### config.mk
export PLATFORM = sky130hd
export DESIGN_NAME = game_event_ctrl_flat
export DESIGN_NICKNAME = d
export VERILOG_FILES = /design/src/rtl/game_pkg.sv /design/src/rtl/game_event_ctrl_if.sv /design/src/rtl/game_event_ctrl_sticky_flag.sv /design/src/rtl/game_event_ctrl.sv /design/src/flat_wrapper.sv
export SDC_FILE = /design/constraint.sdc
export NUM_CORES = 1
export LEC_CHECK = 0
export ABC_AREA = 1
export ABC_CLOCK_PERIOD_IN_PS = 3200
export CORE_ASPECT_RATIO = 0.7
export CORE_UTILIZATION = 63
export CTS_CLUSTER_DIAMETER = 150
export DETAILED_ROUTE_END_ITERATION = 6
export PLACE_DENSITY_LB_ADDON = 0.25
export SLEW_MARGIN = 20
export SYNTH_ARGS = -nofsm -noshare
export SYNTH_HDL_FRONTEND = slang
export SYNTH_HIERARCHICAL = 1
export SYNTH_SLANG_ARGS = --single-unit
export TNS_END_PERCENT = 50
### constraint.sdc
create_clock -name clock -period 3.2 [get_ports clock]
set_input_delay 0.32 -clock clock [delete_from_list [all_inputs] [get_ports clock]]
set_output_delay 0.32 -clock clock [all_outputs]
set_load 0.02 [all_outputs]
### src/rtl/game_pkg.sv
// game_pkg: shared types and constants for the game event front-end.
//   deb_state_e           debounce FSM states
//   DEBOUNCE_CYCLES_100M  5 ms of clock at 100 MHz
//   FRAME_CYCLES_100M     one 60 Hz frame at 100 MHz
//   AUTOREPEAT_FRAMES     screen ticks between auto-repeat presses
package game_pkg;

  typedef enum logic [1:0] {
    IDLE         = 2'd0,
    PRESS_WAIT   = 2'd1,
    PRESSED      = 2'd2,
    RELEASE_WAIT = 2'd3
  } deb_state_e;

  localparam int DEBOUNCE_CYCLES_100M = 500000;
  localparam int FRAME_CYCLES_100M    = 1666667;
  localparam int AUTOREPEAT_FRAMES    = 8;

endpackage

### src/rtl/game_event_ctrl_if.sv
// game_event_ctrl_if: software-facing side of the event front-end.
//   ack_button/ack_screen/ack_collision  one-cycle clear strobes (host -> ctrl)
//   button_signal/screen_signal/collision_signal  sticky event flags (ctrl -> host)
//   button_level   current debounced button level
//   overrun_count  frame ticks lost while screen_signal was pending
// Modports: master = host/register file, slave = game_event_ctrl.
interface game_event_ctrl_if #(
  parameter int OVR_W = 8
);
  logic             ack_button;
  logic             ack_screen;
  logic             ack_collision;
  logic             button_signal;
  logic             screen_signal;
  logic             collision_signal;
  logic             button_level;
  logic [OVR_W-1:0] overrun_count;

  modport master (
    output ack_button, ack_screen, ack_collision,
    input  button_signal, screen_signal, collision_signal, button_level, overrun_count
  );

  modport slave (
    input  ack_button, ack_screen, ack_collision,
    output button_signal, screen_signal, collision_signal, button_level, overrun_count
  );
endinterface

### src/rtl/game_event_ctrl_sticky_flag.sv
// sticky_flag: event flag held until acknowledged.
//   clock, reset (async, active-low)
//   set   single-cycle event pulse
//   ack   single-cycle clear strobe
//   flag  sticky output; a set in the same cycle as ack wins
module sticky_flag (
  input  logic clock,
  input  logic reset,
  input  logic set,
  input  logic ack,
  output logic flag
);

  always_ff @(posedge clock or negedge reset) begin
    if (!reset) begin
      flag <= 1'b0;
    end else if (set) begin
      flag <= 1'b1;
    end else if (ack) begin
      flag <= 1'b0;
    end
  end

endmodule

### src/rtl/game_event_ctrl.sv
// game_event_ctrl: debounces the jump button, edge-detects collisions and
// generates the frame tick; each event latches into a sticky flag that
// software clears with an ack strobe.
//   clock          system clock
//   reset          asynchronous active-low reset
//   button_raw     asynchronous jump-button pin
//   collision_raw  asynchronous collision level
//   bus            game_event_ctrl_if.slave (acks in; flags, level, overrun out)
// Build option: GAME_EVT_AUTOREPEAT_EN adds a repeat press every
// AUTOREPEAT_FRAMES screen ticks while the button is held.
module game_event_ctrl
  import game_pkg::*;
#(
  parameter int DEBOUNCE_CYCLES = DEBOUNCE_CYCLES_100M,
  parameter int FRAME_CYCLES    = FRAME_CYCLES_100M,
  parameter int CNT_W           = 21,
  parameter int OVR_W           = 8
) (
  input  logic             clock,
  input  logic             reset,
  input  logic             button_raw,
  input  logic             collision_raw,
  game_event_ctrl_if.slave bus
);

  logic b_meta, b_sync;
  logic c_meta, c_sync, c_prev;

  always_ff @(posedge clock or negedge reset) begin
    if (!reset) begin
      b_meta <= 1'b0;
      b_sync <= 1'b0;
      c_meta <= 1'b0;
      c_sync <= 1'b0;
      c_prev <= 1'b0;
    end else begin
      b_meta <= button_raw;
      b_sync <= b_meta;
      c_meta <= collision_raw;
      c_sync <= c_meta;
      c_prev <= c_sync;
    end
  end

  // Debounce: the counter is cleared on entry to a wait state, so a level
  // must be seen DEBOUNCE_CYCLES+1 consecutive cycles to be accepted.
  deb_state_e       state;
  logic [CNT_W-1:0] deb_cnt;
  logic             deb_done;
  logic             press_evt_deb;
  logic             press_evt;

  assign deb_done = (deb_cnt == CNT_W'(DEBOUNCE_CYCLES - 1));

  always_ff @(posedge clock or negedge reset) begin
    if (!reset) begin
      state   <= IDLE;
      deb_cnt <= '0;
    end else begin
      case (state)
        IDLE: begin
          if (b_sync) begin
            state   <= PRESS_WAIT;
            deb_cnt <= '0;
          end
        end
        PRESS_WAIT: begin
          if (!b_sync)       state   <= IDLE;
          else if (deb_done) state   <= PRESSED;
          else               deb_cnt <= deb_cnt + CNT_W'(1);
        end
        PRESSED: begin
          if (!b_sync) begin
            state   <= RELEASE_WAIT;
            deb_cnt <= '0;
          end
        end
        RELEASE_WAIT: begin
          if (b_sync)        state   <= PRESSED;
          else if (deb_done) state   <= IDLE;
          else               deb_cnt <= deb_cnt + CNT_W'(1);
        end
        default: state <= IDLE;
      endcase
    end
  end

  assign press_evt_deb    = (state == PRESS_WAIT) && b_sync && deb_done;
  // Level holds through RELEASE_WAIT so a bouncing release does not drop it.
  assign bus.button_level = (state == PRESSED) || (state == RELEASE_WAIT);

  logic [CNT_W-1:0] frame_cnt;
  logic             frame_evt;

  assign frame_evt = (frame_cnt == CNT_W'(FRAME_CYCLES - 1));

  always_ff @(posedge clock or negedge reset) begin
    if (!reset)         frame_cnt <= '0;
    else if (frame_evt) frame_cnt <= '0;
    else                frame_cnt <= frame_cnt + CNT_W'(1);
  end

`ifdef GAME_EVT_AUTOREPEAT_EN
  localparam int RPT_W = $clog2(AUTOREPEAT_FRAMES);

  logic [RPT_W-1:0] rpt_cnt;
  logic             rpt_evt;

  assign rpt_evt = (state == PRESSED) && frame_evt &&
                   (rpt_cnt == RPT_W'(AUTOREPEAT_FRAMES - 1));

  // Held at zero outside PRESSED, so every entry into PRESSED restarts the count.
  always_ff @(posedge clock or negedge reset) begin
    if (!reset)                rpt_cnt <= '0;
    else if (state != PRESSED) rpt_cnt <= '0;
    else if (rpt_evt)          rpt_cnt <= '0;
    else if (frame_evt)        rpt_cnt <= rpt_cnt + RPT_W'(1);
  end

  assign press_evt = press_evt_deb | rpt_evt;
`else
  assign press_evt = press_evt_deb;
`endif

  logic [OVR_W-1:0] ovr_cnt;

  always_ff @(posedge clock or negedge reset) begin
    if (!reset) begin
      ovr_cnt <= '0;
    end else if (frame_evt && bus.screen_signal && !bus.ack_screen && (ovr_cnt != '1)) begin
      ovr_cnt <= ovr_cnt + OVR_W'(1);
    end
  end

  assign bus.overrun_count = ovr_cnt;

  sticky_flag u_button_flag (
    .clock (clock),
    .reset (reset),
    .set   (press_evt),
    .ack   (bus.ack_button),
    .flag  (bus.button_signal)
  );

  sticky_flag u_screen_flag (
    .clock (clock),
    .reset (reset),
    .set   (frame_evt),
    .ack   (bus.ack_screen),
    .flag  (bus.screen_signal)
  );

  sticky_flag u_collision_flag (
    .clock (clock),
    .reset (reset),
    .set   (c_sync & ~c_prev),
    .ack   (bus.ack_collision),
    .flag  (bus.collision_signal)
  );

endmodule

### src/flat_wrapper.sv
// flat-port wrapper written by rule: the top's interface ports become plain ports
module game_event_ctrl_flat import game_pkg::*;
#(
  parameter int DEBOUNCE_CYCLES = DEBOUNCE_CYCLES_100M,
  parameter int FRAME_CYCLES    = FRAME_CYCLES_100M,
  parameter int CNT_W           = 21,
  parameter int OVR_W           = 8
)
  (clock, reset, button_raw, collision_raw, bus_ack_button, bus_ack_screen, bus_ack_collision, bus_button_signal, bus_screen_signal, bus_collision_signal, bus_button_level, bus_overrun_count);
  game_event_ctrl_if #(.OVR_W(OVR_W)) bus_i ();
  input  logic clock;
  input  logic reset;
  input  logic button_raw;
  input  logic collision_raw;
  input wire logic [$bits(bus_i.ack_button)-1:0] bus_ack_button;
  input wire logic [$bits(bus_i.ack_screen)-1:0] bus_ack_screen;
  input wire logic [$bits(bus_i.ack_collision)-1:0] bus_ack_collision;
  output wire logic [$bits(bus_i.button_signal)-1:0] bus_button_signal;
  output wire logic [$bits(bus_i.screen_signal)-1:0] bus_screen_signal;
  output wire logic [$bits(bus_i.collision_signal)-1:0] bus_collision_signal;
  output wire logic [$bits(bus_i.button_level)-1:0] bus_button_level;
  output wire logic [$bits(bus_i.overrun_count)-1:0] bus_overrun_count;
  assign bus_i.ack_button = bus_ack_button;
  assign bus_i.ack_screen = bus_ack_screen;
  assign bus_i.ack_collision = bus_ack_collision;
  assign bus_button_signal = bus_i.button_signal;
  assign bus_screen_signal = bus_i.screen_signal;
  assign bus_collision_signal = bus_i.collision_signal;
  assign bus_button_level = bus_i.button_level;
  assign bus_overrun_count = bus_i.overrun_count;
  game_event_ctrl #(.DEBOUNCE_CYCLES(DEBOUNCE_CYCLES), .FRAME_CYCLES(FRAME_CYCLES), .CNT_W(CNT_W), .OVR_W(OVR_W)) u_core (.clock(clock), .reset(reset), .button_raw(button_raw), .collision_raw(collision_raw), .bus(bus_i));
endmodule
* After elaboration in Yosys (flattened, before gate mapping)
Cells that the tools add are included.
Cells by class: $mul 0, bitwise operators 2, order comparisons 0, multiplexer cells 20, div/mod/pow operators 0, reduce and logical (&&, ||, !) cells 13, shift operators 0, equal/unequal tests 12, add/subtract/negate cells 3
Operator list (count):
- two-way mux 21 bit | 6
- case mux 21 bit (4 select lines) | 1
- adder 21 x 1 -> 21 bit (second input constant) | 2
- == test 21 x 19 -> 1 bit (second input constant) | 1
- == test 21 bit (second input constant) | 1
- two-way mux 2 bit | 6
- adder 8 x 1 -> 8 bit (second input constant) | 1
- != test 8 bit (second input constant) | 1
- case mux 2 bit (4 select lines) | 1
- AND reduction 4 bit | 2
- two-way mux 1 bit | 6
- nonzero test 2 bit | 3
- logical AND 1 bit | 5
- == test 2 bit (second input constant) | 2
- != test 2 x 1 -> 1 bit (second input constant) | 2
- != test 2 bit (second input constant) | 2
- != test 3 x 1 -> 1 bit (second input constant) | 1
- != test 3 bit (second input constant) | 1
- == test 2 x 1 -> 1 bit (second input constant) | 1
- logical NOT 2 bit | 1
- bitwise AND 1 bit | 1
- logical NOT 1 bit | 1
- logical OR 1 bit | 1
- NOT 1 bit | 1
Storage, ports and cells: word-level logic and storage cells 62, bits in latches 0, register bits 60, output and inout port bits 12, memory bits (read-only) 0, memory bits (writable) 0, memories 0, input bits 7

* Longest topological paths before layout
Gate-level depths: netlist (run 1).
word-level depth 4, mapped depth 10, mapped depth without buffers 10

* By module
The synthesis (run 1) kept the hierarchy.
By module, submodules not included:
- game_event_ctrl | area an instance 3470.8 um2, times used 1, seq. area each 1426.4 um2, cells each 493
- sticky_flag | area an instance 40.0 um2, times used 3, seq. area each 25.0 um2, cells each 5

* Least setup slack after synthesis (run 1)
Ideal clock, no wire load.
path type register to register, from register u_core.deb_cnt[0], to register u_core.deb_cnt[14], arrival 1.471 ns, path slack 1.603 ns, stages on the path, launching flop included 10, setup time 0.126 ns, data required time 3.074 ns, period minus slack after synthesis 1.597 ns, path buffers 1, path through dfrtp_1 ha_1 nand2_4 nor2_4 nand3b_1 nor2_1 nand3_2 nand2_4 buf_6 o21ai_0
On the way: cells in the longest elaborated chain, start to end 4, elaborated cells between the ends (all ways) 6, those cells by class add/sub (1); eq/ne (1); mux (4)
Ends and longest elaborated chain:
- start: declaration | RTL line game_event_ctrl.sv:48 | logic [CNT_W-1:0] deb_cnt;
- start signal: assignment | RTL line game_event_ctrl.sv:70 | else deb_cnt <= deb_cnt + CNT_W'(1);
- start signal: assignment | RTL line game_event_ctrl.sv:81 | else deb_cnt <= deb_cnt + CNT_W'(1);
- adder 21 x 1 -> 21 bit or == test 21 x 19 -> 1 bit (tied branches) | RTL line game_event_ctrl.sv:70, game_event_ctrl.sv:81, game_event_ctrl.sv:53
- two-way mux 21 bit (*) | RTL line game_event_ctrl.sv:69, game_event_ctrl.sv:80
- two-way mux 21 bit, on equally long branches | RTL line game_event_ctrl.sv:79, game_event_ctrl.sv:68
- case mux 21 bit (4 select lines) (*) | RTL line game_event_ctrl.sv:60 | case (state)
Mark *: on every way between the ends. The rest lies on a longest branch, timed or not. The select of a mux whose other input is x is not followed. A chain may end at the register's enable or synchronous reset.

* Final worst setup path (run 1)
from register u_core.deb_cnt[0], to register u_core.deb_cnt[7]
Same word-level chain as after synthesis.

==> impl_metrics.yaml, run 1 <==
run_status:
  outcome: "completed"
clock_network:
  cts_buffer_depth: 2
  cts_resized: 0
  htreeDepth: 3
  clkLatencyLatePin_ns: 0.33
  cts_sinks: 60
  clkTransAtPathRegs_ns: 0.07
  cts_tree: "done"
  cts_root_buffer: "clkbuf_8"
  cts_buffers: 9
detailed_routing:
  drc: 0
  ant_nets: 0
  firstDrtPassIters: 5
  via_per_inst: 5.62
  vias: 3406
  first_iter_violations: 365
  drt_wl_total_microns: 8620
  wire_per_inst_microns: 14.2
timing:
  tightest_slew_ns: 0.681
  fin_ws_ns: 1.05
  slew_headroom_pct: 54.4
  setup_viol: 0
  min_period_ns: 2.15
  period_share_pct: 67.1
  setup_tns_ns: 0
  finalHoldViolCount: 0
  skew_ns: 0.0100
  rsz0062_at_grt: "no"
  maxSlewViolCount: 0
  max_freq_ghz: 0.466
power_and_ir_drop:
  peakVddDrop_mv: 0.282
  pwr_density_cell_nw_per_um2: 379
  leakage_uw: 0.00185
place:
  post-dp-hpwl_microns: 6170
  dp_cells: 590
  dp_slack_ns: 1.11
  place_congestion: 0.957
  port_buffers: 18
cells_and_area:
  drive_gt1_share_pct: 5.99
  nets: 541
  area_growth_pct: 11.3
  diodes: 0
  final_cells: 606
global_routing:
  grt_pass1_vias: 3041
  grt_use_met3_pct: 7.75
  busiest_layer: "met1"
  grt_overflow: 0
  grt_start_max_net_pins: 40
  antenna_found_initial: 0
  met2_usage_pct: 45.8
  use_met1_pct: 47.1
  grt_use_total_pct: 31.8
  grt_pass1_wl_microns: 14500
synthesis:
  yosysSeqAreaShare_pct: 41.8
  synth_top_area_share_pct: 41.8
  ys_ff_latch: 60
  synth_top_cell_by_area: "dfrtp_1"
  ys_async_sr_fraction_pct: 100
  ys_types: 30
  yosysWarnings: 6
  syn_nets: 519
  synth_enable_flop_cells: 0
  synth_cells: 508
  synthesis.area_sq_um: 3590
  synth_area_leaders: "dfrtp_1, nand2_1, nor2_1, inv_1, nand3_1"
  ys.flop_type: "dfrtp_1"
  avgSynthCellArea_sq_um: 7.07
flow_run:
  cap_violations: 0
floorplanning:
  fp.dieW_microns: 92.2
  start_util_pct: 66.9
  die_area_sq_um: 6010
  die_height_microns: 65.2
  core_area_sq_um: 5370
  rows: 22
  pin_count: 19
setup_path:
  rr_startpoint: "u_core/deb_cnt[0]$_DFFE_PN0P_"
  crit_chain: "ha_1 > nand2_4 > nor2_4 > nand3b_1 > nor2_1 > nand3_2 > nand2_4 > inv_1 > nand2_1 > nand2_1"
  crit_path_end_kind: "register"
  cp_max_fo: 31
  rr_endpoint: "u_core/deb_cnt[7]$_DFFE_PN0P_"
  setup.worst_path.start: "u_core/deb_cnt[0]$_DFFE_PN0P_"
  max_stage_delay_ns: 0.48
  cp_data_required_time_ns: 3.42
  ff2ff_path_depth: 10
  worst-r2r-setup-slack_ns: 1.05
  crit_path_top_delay_cell: "dfrtp_1"
  cp.arrival_ns: 2.37
  startpoint_type: "register"
  path_class: "reg2reg"
worst_hold_path:
  whs_endpoint: "u_core/c_sync$_DFF_PN0_"
  hold_path_depth: 0
  hp-start: "u_core/c_meta$_DFF_PN0_"
  hp-class: "reg2reg"
## cells by family after synthesis
group / Yosys count / synth area share [%]
buffers and inverters: 79 / 9.20
adders and majority gates: 4 / 1.39
and+or+nand+nor: 316 / 39.1
xor gates and xnor gates: 11 / 2.68
DFF: 60 / 41.8
AOI/OAI and AO/OA: 38 / 5.78
## state kept, by name, indices dropped and copies added (netlist names), named ones only
| name | flops |
|---|---|
| u_core/b_meta | 1 |
| u_core/b_sync | 1 |
| u_core/bus.overrun_count | 8 |
| u_core/c_meta | 1 |
| u_core/c_prev | 1 |
| u_core/c_sync | 1 |
| u_core/deb_cnt | 21 |
| u_core/frame_cnt | 21 |
| u_core/state | 1 |
| u_core/u_button_flag/flag | 1 |
| u_core/u_collision_flag/flag | 1 |
| u_core/u_screen_flag/flag | 1 |
## synthesized netlist by cell type, types with 2 or more instances
cell type and n:
nand4_1 19, buf_6 3, clkbuf_2 2, nor2_2 2, nor3_1 10, nor2_4 3
a21oi_1 9, inv_1 69, xor2_1 10, o21bai_1 3, o21ai_2 2, dfrtp_1 60
nand3_1 40, nand2_4 2, nand3_2 2, nor2_1 73, or2_2 3, ha_1 4
nand2_1 150, nand3b_1 10, o21ai_0 23
## critical path, delay by kind of cell, from the launching register on
family                   cells  cell delay [ns]
adder cells (fa/ha/maj)      1             0.37
AND/OR/NAND/NOR              8             1.02
buffers and inverters        1             0.17
flip-flops                   1             0.48
## worst max-delay path by stage
stage / to / slack [ns] / cells past startpoint
CTS: u_core/deb_cnt[7]$_DFFE_PN0P_ / 1.09 / 10
finish: u_core/deb_cnt[7]$_DFFE_PN0P_ / 1.05 / 10
detailed placement: u_core/deb_cnt[8]$_DFFE_PN0P_ / 1.11 / 10
floorplan: u_core/deb_cnt[14]$_DFFE_PN0P_ / 1.60 / 9
global route: u_core/deb_cnt[8]$_DFFE_PN0P_ / 0.84 / 10
global placement: u_core/deb_cnt[6]$_DFFE_PN0P_ / 1.24 / 10
## layer usage
layer | vias to the layer above | wire length [microns]
met5 | - | 0
met4 | 0 | 119
met3 | 18 | 834
met2 | 173 | 3640
met1 | 1560 | 4030
li1 | 1655 | -
## placed cells by master, fill, tap and decap left out, types with 3 or more instances in the layout
cell type	instances
nand2_1	150
dfrtp_1	60
inv_1	69
nand3b_1	10
nand4_1	19
xor2_1	10
clkdlybuf4s50_1	17
o21bai_1	3
ha_1	4
nand3_1	40
nor2_4	3
nor2_1	73
nor3_1	10
or2_2	3
o21ai_0	23
clkbuf_8	10
a21oi_1	9
## report_power, final
group | switching (uW) | internal [uW]
combinational | 39.3 | 17.8
sequential | 14.1 | 768
clock | 300 | 375
## final cells by class
cell class	instances	area, sq um
clock buffer	11	141
clock inverter	4	50.0
fill	402	1370
inverter	70	263
multi-input combinational	369	1760
sequential	60	1500
tap	72	90.1
timing repair buffer	20	193
## metrics by stage
stage                     total power, uW  util (%)  cell area (sq um)  hold slack, ns
after floorplan                       821         -               3590          0.0244
after global placement                847      70.7               3800           0.304
after detailed placement              850      70.7               3800           0.312
after CTS                            1530      74.5               4000           0.349
after global routing                 1570      74.5               4000           0.375
final                                1510      74.5               4000           0.348
## timing repair
item	4_1_cts	5_1_grt
setup buffers	0	0
hold buffers	1	0
endpoints found under the hold margin	21	0
Note: power is estimated with default switching activity, not from simulation.
==> run 2: changes to the inputs <==
--- a/config.mk
+++ b/config.mk
@@ -6,9 +6,9 @@
 export NUM_CORES = 1
 export LEC_CHECK = 0
 export ABC_AREA = 1
-export ABC_CLOCK_PERIOD_IN_PS = 3200
+export ABC_CLOCK_PERIOD_IN_PS = 2000
 export CORE_ASPECT_RATIO = 0.7
-export CORE_UTILIZATION = 63
+export CORE_UTILIZATION = 60
 export CTS_CLUSTER_DIAMETER = 150
 export DETAILED_ROUTE_END_ITERATION = 6
 export PLACE_DENSITY_LB_ADDON = 0.25
==> constraint.sdc (replaced) <==
create_clock -name clock -period 2 [get_ports clock]
set_input_delay 0.2 -clock clock [delete_from_list [all_inputs] [get_ports clock]]
set_output_delay 0.2 -clock clock [all_outputs]
set_load 0.02 [all_outputs]
==> impl_metrics.yaml, run 2 (synthesized netlist as in run 1, its figures left out) <==
detailed_routing:
  ant_nets: 0
  via_per_inst: 5.52
  first_iter_violations: 375
  drc: 0
  vias: 3400
  drt_wl_total_microns: 8540
  firstDrtPassIters: 5
  wire_per_inst_microns: 13.9
timing:
  setup_viol: 0
  rsz0062_at_grt: "no"
  max_freq_ghz: 0.539
  slew_headroom_pct: 64.0
  finalHoldViolCount: 0
  skew_ns: 0.00437
  period_share_pct: 92.7
  min_period_ns: 1.85
  tightest_slew_ns: 0.540
  maxSlewViolCount: 0
  whs_ns: 0.305
  setup_tns_ns: 0
floorplanning:
  pin_count: 19
  rows: 23
  core_area_sq_um: 5760
  die_height_microns: 66.7
  die_area_sq_um: 6300
  start_util_pct: 62.4
  fp.dieW_microns: 94.5
clock_network:
  cts_tree: "done"
  cts_root_buffer: "clkbuf_8"
  htreeDepth: 3
  cts_buffers: 9
  cts_sinks: 60
  cts_setup_buffers: 0
  cts_buffer_depth: 2
  clkLatencyLatePin_ns: 0.34
  clkTransAtPathRegs_ns: 0.06
setup_path:
  cp_max_fo: 20
  path_class: "reg2reg"
  crit_path_end_kind: "register"
  cp_data_required_time_ns: 2.26
  startpoint_type: "register"
  cp.arrival_ns: 2.11
cells_and_area:
  final_cell_mix: "nand2_1, nor2_1, inv_1"
  final_cells: 616
  nets: 548
  diodes: 0
  drive_gt1_share_pct: 7.39
  final_util_pct: 70.8
  final_common_cell: "nand2_1"
  fillCellCount: 457
  area_growth_pct: 13.6
place:
  dp_cells: 600
  post-dp-hpwl_microns: 6310
  place_congestion: 0.934
  port_buffers: 18
global_routing:
  grt_overflow: 0
  antenna_found_initial: 0
  grt_use_total_pct: 29.1
  grt_start_max_net_pins: 39
  grt_pass1_wl_microns: 13700
  grt_pass1_vias: 3018
worst_hold_path:
  hp-class: "in2reg"
flow_run:
  cap_violations: 0
run_status:
  outcome: "completed"
power_and_ir_drop:
  peakVddDrop_mv: 0.431
  pwr_density_cell_nw_per_um2: 584
  leakage_uw: 0.00190
## run 2: cell type report
| type | count | area (sq um) | share of cell area (%) |
|---|---|---|---|
| well taps | 75 | 93.8 | 2.30 |
| inverters | 70 | 263 | 6.44 |
| flip-flops and latches | 60 | 1500 | 36.8 |
| clock inverters | 1 | 5.00 | 0.123 |
| multi-input cells | 369 | 1760 | 43.2 |
| clock buffers | 14 | 183 | 4.48 |
| repair buffers | 27 | 270 | 6.63 |
## run 2: metal layers
metal / track usage (%) / up-vias / share of wire [%]
met2: 44.6 / 156 / 42
met1: 41.2 / 1551 / 48
met5: 0 / - / 0
li1: - / 1672 / -
met3: 7.31 / 21 / 9.2
met4: 7.20 / 0 / 1.2
## run 2: worst paths after layout
kind,depth (start not counted),end,slack (ns),from
worst max-delay path,10,u_core/deb_cnt[10]$_DFFE_PN0P_,0.15,u_core/deb_cnt[1]$_DFFE_PN0P_
worst min-delay path,1,u_core/c_meta$_DFF_PN0_,0.31,collision_raw
worst max register to register,10,u_core/deb_cnt[10]$_DFFE_PN0P_,0.15,u_core/deb_cnt[1]$_DFFE_PN0P_
worst min register to register,0,u_core/b_sync$_DFF_PN0_,0.35,u_core/b_meta$_DFF_PN0_
max in group asynchronous,3,u_core/deb_cnt[0]$_DFFE_PN0P_,1.04,reset
min in group asynchronous,2,u_core/bus.overrun_count[3]$_DFFE_PN0P_,0.38,reset
## run 2: worst max-delay path: stages (launching register included)
cell and delay, ns:
dfrtp_1 0.42, ha_2 0.29, nand2_4 0.08, nor2_4 0.14, nand3b_1 0.10, nor2_1 0.12
nand3_2 0.12, nand2_4 0.16, buf_12 0.17, nand2_1 0.07, o21ai_0 0.09
## run 2: what timing repair did
item,4_1_cts,5_1_grt
hold buffers,1,0
endpoints found under the hold margin,22,0
gates resized for setup,0,1
setup endpoints to repair,0,4
## run 2: report_power, final
group / internal (uW) / switching [uW]
registers: 1230 / 13.0
logic: 40.7 / 68.8
clock network: 577 / 453
total: 1850 / 535
## run 2: through the flow
step,total power (uW),setup slack [ns],area (sq um)
floorplan,1310,0.403,3590
global placement,1370,0.270,3880
detailed placement,1370,0.141,3880
CTS,2410,0.122,4080
global route,2470,0.00828,4080
finish,2380,0.146,4080
==> run 3: changes to the inputs <==
--- a/config.mk
+++ b/config.mk
@@ -8,10 +8,12 @@
 export ABC_AREA = 1
 export ABC_CLOCK_PERIOD_IN_PS = 2000
 export CORE_ASPECT_RATIO = 0.7
-export CORE_UTILIZATION = 60
+export CORE_UTILIZATION = 62
+export CTS_BUF_LIST = sky130_fd_sc_hd__clkbuf_4
 export CTS_CLUSTER_DIAMETER = 150
 export DETAILED_ROUTE_END_ITERATION = 6
 export PLACE_DENSITY_LB_ADDON = 0.25
+export SETUP_SLACK_MARGIN = 0.5
 export SLEW_MARGIN = 20
 export SYNTH_ARGS = -nofsm -noshare
 export SYNTH_HDL_FRONTEND = slang
==> impl_metrics.yaml, run 3 (synthesized netlist as in run 1, its figures left out) <==
setup_path:
  cp.arrival_ns: 2.32
  startpoint_type: "register"
  crit_path_top_delay_cell: "dfrtp_1"
  crit_path_end_kind: "register"
  path_class: "reg2reg"
  path_common_cell: "nand2_1"
  crit_chain: "nand2_1 > nor2_2 > inv_1 > nor2_1 > nand2_1 > nand2_1 > nand3_1 > o21ai_2"
  max_stage_delay_ns: 0.54
  cp_data_required_time_ns: 2.35
  cp_max_fo: 5
worst_hold_path:
  hp-class: "in2reg"
floorplanning:
  die_height_microns: 65.7
  rows: 22
  die_area_sq_um: 6110
  fp.dieW_microns: 93.0
  pin_count: 19
  start_util_pct: 66.6
  core_area_sq_um: 5400
cells_and_area:
  final_cell_mix: "nand2_1, inv_1, nor2_1"
  drive_gt1_share_pct: 26.2
  final_util_pct: 86.6
  final_common_cell: "nand2_1"
  diodes: 0
  area_growth_pct: 30.1
  final_area_sq_um: 4670
  nets: 583
clock_network:
  cts_tree: "done"
  cts_buffer_depth: 2
  clkTransAtPathRegs_ns: 0.12
  htreeDepth: 3
  clkLatencyLatePin_ns: 0.42
  cts_buffers: 9
  cts_sinks: 60
  cts_root_buffer: "clkbuf_4"
place:
  post-dp-hpwl_microns: 6440
  place_congestion: 0.979
  postPlaceCellArea_sq_um: 3880
  port_buffers: 18
global_routing:
  antenna_found_initial: 0
  grt_start_max_net_pins: 39
  grt_use_total_pct: 34.5
  grt_pass1_wl_microns: 15800
  grt_pass1_vias: 3285
  grt_overflow: 0
run_status:
  violations: "DRC"
  outcome: "finished with violations"
detailed_routing:
  wire_per_inst_microns: 20.0
  vias: 4119
  ant_nets: 0
  drc: 33
  drt_wl_total_microns: 13000
  first_iter_violations: 821
  firstDrtPassIters: 7
  via_per_inst: 6.36
timing:
  slew_headroom_pct: 61.2
  min_period_ns: 1.97
  setup_viol: 0
  maxSlewViolCount: 0
  period_share_pct: 98.5
  tightest_slew_ns: 0.582
  skew_ns: 0.0211
  rsz0062_at_grt: "yes"
  max_freq_ghz: 0.508
  setup_tns_ns: 0
  finalHoldViolCount: 0
power_and_ir_drop:
  peakVddDrop_mv: 0.586
  pwr_density_cell_nw_per_um2: 496
  leakage_uw: 0.00222
flow_run:
  cap_violations: 0
==> run 3: cell count changes in the layout (fill, tap and decap cells not counted), sizes merged <==
| cell | previous run | this run |
|---|---|---|
| nand3 | 42 | 43 |
| clkbuf | 14 | 12 |
| clkdlybuf4s50 | 17 | 11 |
| dlygate4sd2 | 0 | 5 |
| bufinv | 0 | 1 |
| buf | 9 | 43 |
| dlymetal6s2s | 0 | 1 |
| clkinv | 1 | 2 |
==> run 3: path summary, 6_finish.rpt <==
kind | cells past startpoint | end | slack (ns) | startpoint
worst min register to register | 0 | u_core/b_sync$_DFF_PN0_ | 0.39 | u_core/b_meta$_DFF_PN0_
worst max-delay path | 8 | u_core/deb_cnt[10]$_DFFE_PN0P_ | 0.03 | u_core/deb_cnt[9]$_DFFE_PN0P_
worst max register to register | 8 | u_core/deb_cnt[10]$_DFFE_PN0P_ | 0.03 | u_core/deb_cnt[9]$_DFFE_PN0P_
max in group asynchronous | 3 | u_core/deb_cnt[17]$_DFFE_PN0P_ | 1.05 | reset
min in group asynchronous | 2 | u_core/bus.overrun_count[1]$_DFFE_PN0P_ | 0.31 | reset
worst min-delay path | 1 | u_core/b_meta$_DFF_PN0_ | 0.23 | button_raw
==> run 3: where the power goes <==
| group | internal, uW | leakage (uW) | switching (uW) |
|---|---|---|---|
| sequential | 1230 | 0.000780 | 15.2 |
| combinational | 81.9 | 0.00136 | 106 |
| clock | 412 | 0.0000748 | 473 |
==> run 3: worst max-delay path: cells and delay by family, from the launching register on <==
kind / cells / cell delay [ns]
buffers and inverters: 1 / 0.07
AOI/OAI and AO/OA: 1 / 0.19
and+or+nand+nor: 6 / 1.09
DFF: 1 / 0.54
==> run 3: layout make-up <==
type / instances / area, sq um
multi-input combinational: 370 / 2060
sequential: 60 / 1520
fill: 247 / 724
timing repair buffer: 61 / 607
inverter: 70 / 265
clock buffer: 12 / 90.1
tap: 72 / 90.1
clock inverter: 3 / 38.8
==> run 3: metrics by stage <==
stage               total power (uW)  cells  setup WS (ns)  hold WS [ns]
floorplan                       1320    508          0.527       -0.0956
global placement                1370    596          0.339         0.203
detailed placement              1380    596          0.258         0.220
CTS                             2250    631          0.305         0.234
global route                    2380    648         0.0695         0.225
finish                          2320    648         0.0297         0.225
==> run 3: timing repair <==
action	CTS	global route
cloned	2	1
buffers inserted	17	16
hold buffers	1	0
setup endpoints to repair	56	58
gates resized for setup	43	73
pin swaps	23	15
endpoints found under the hold margin	22	0
==> run 3: metal layers <==
layer	global-route usage, %	part of all wire, %	vias to the layer above
li1	-	-	1744
met4	13.3	6.1	2
met3	9.84	13	114
met2	50.0	44	399
met1	48.8	37	1860
met5	0	0.25	-
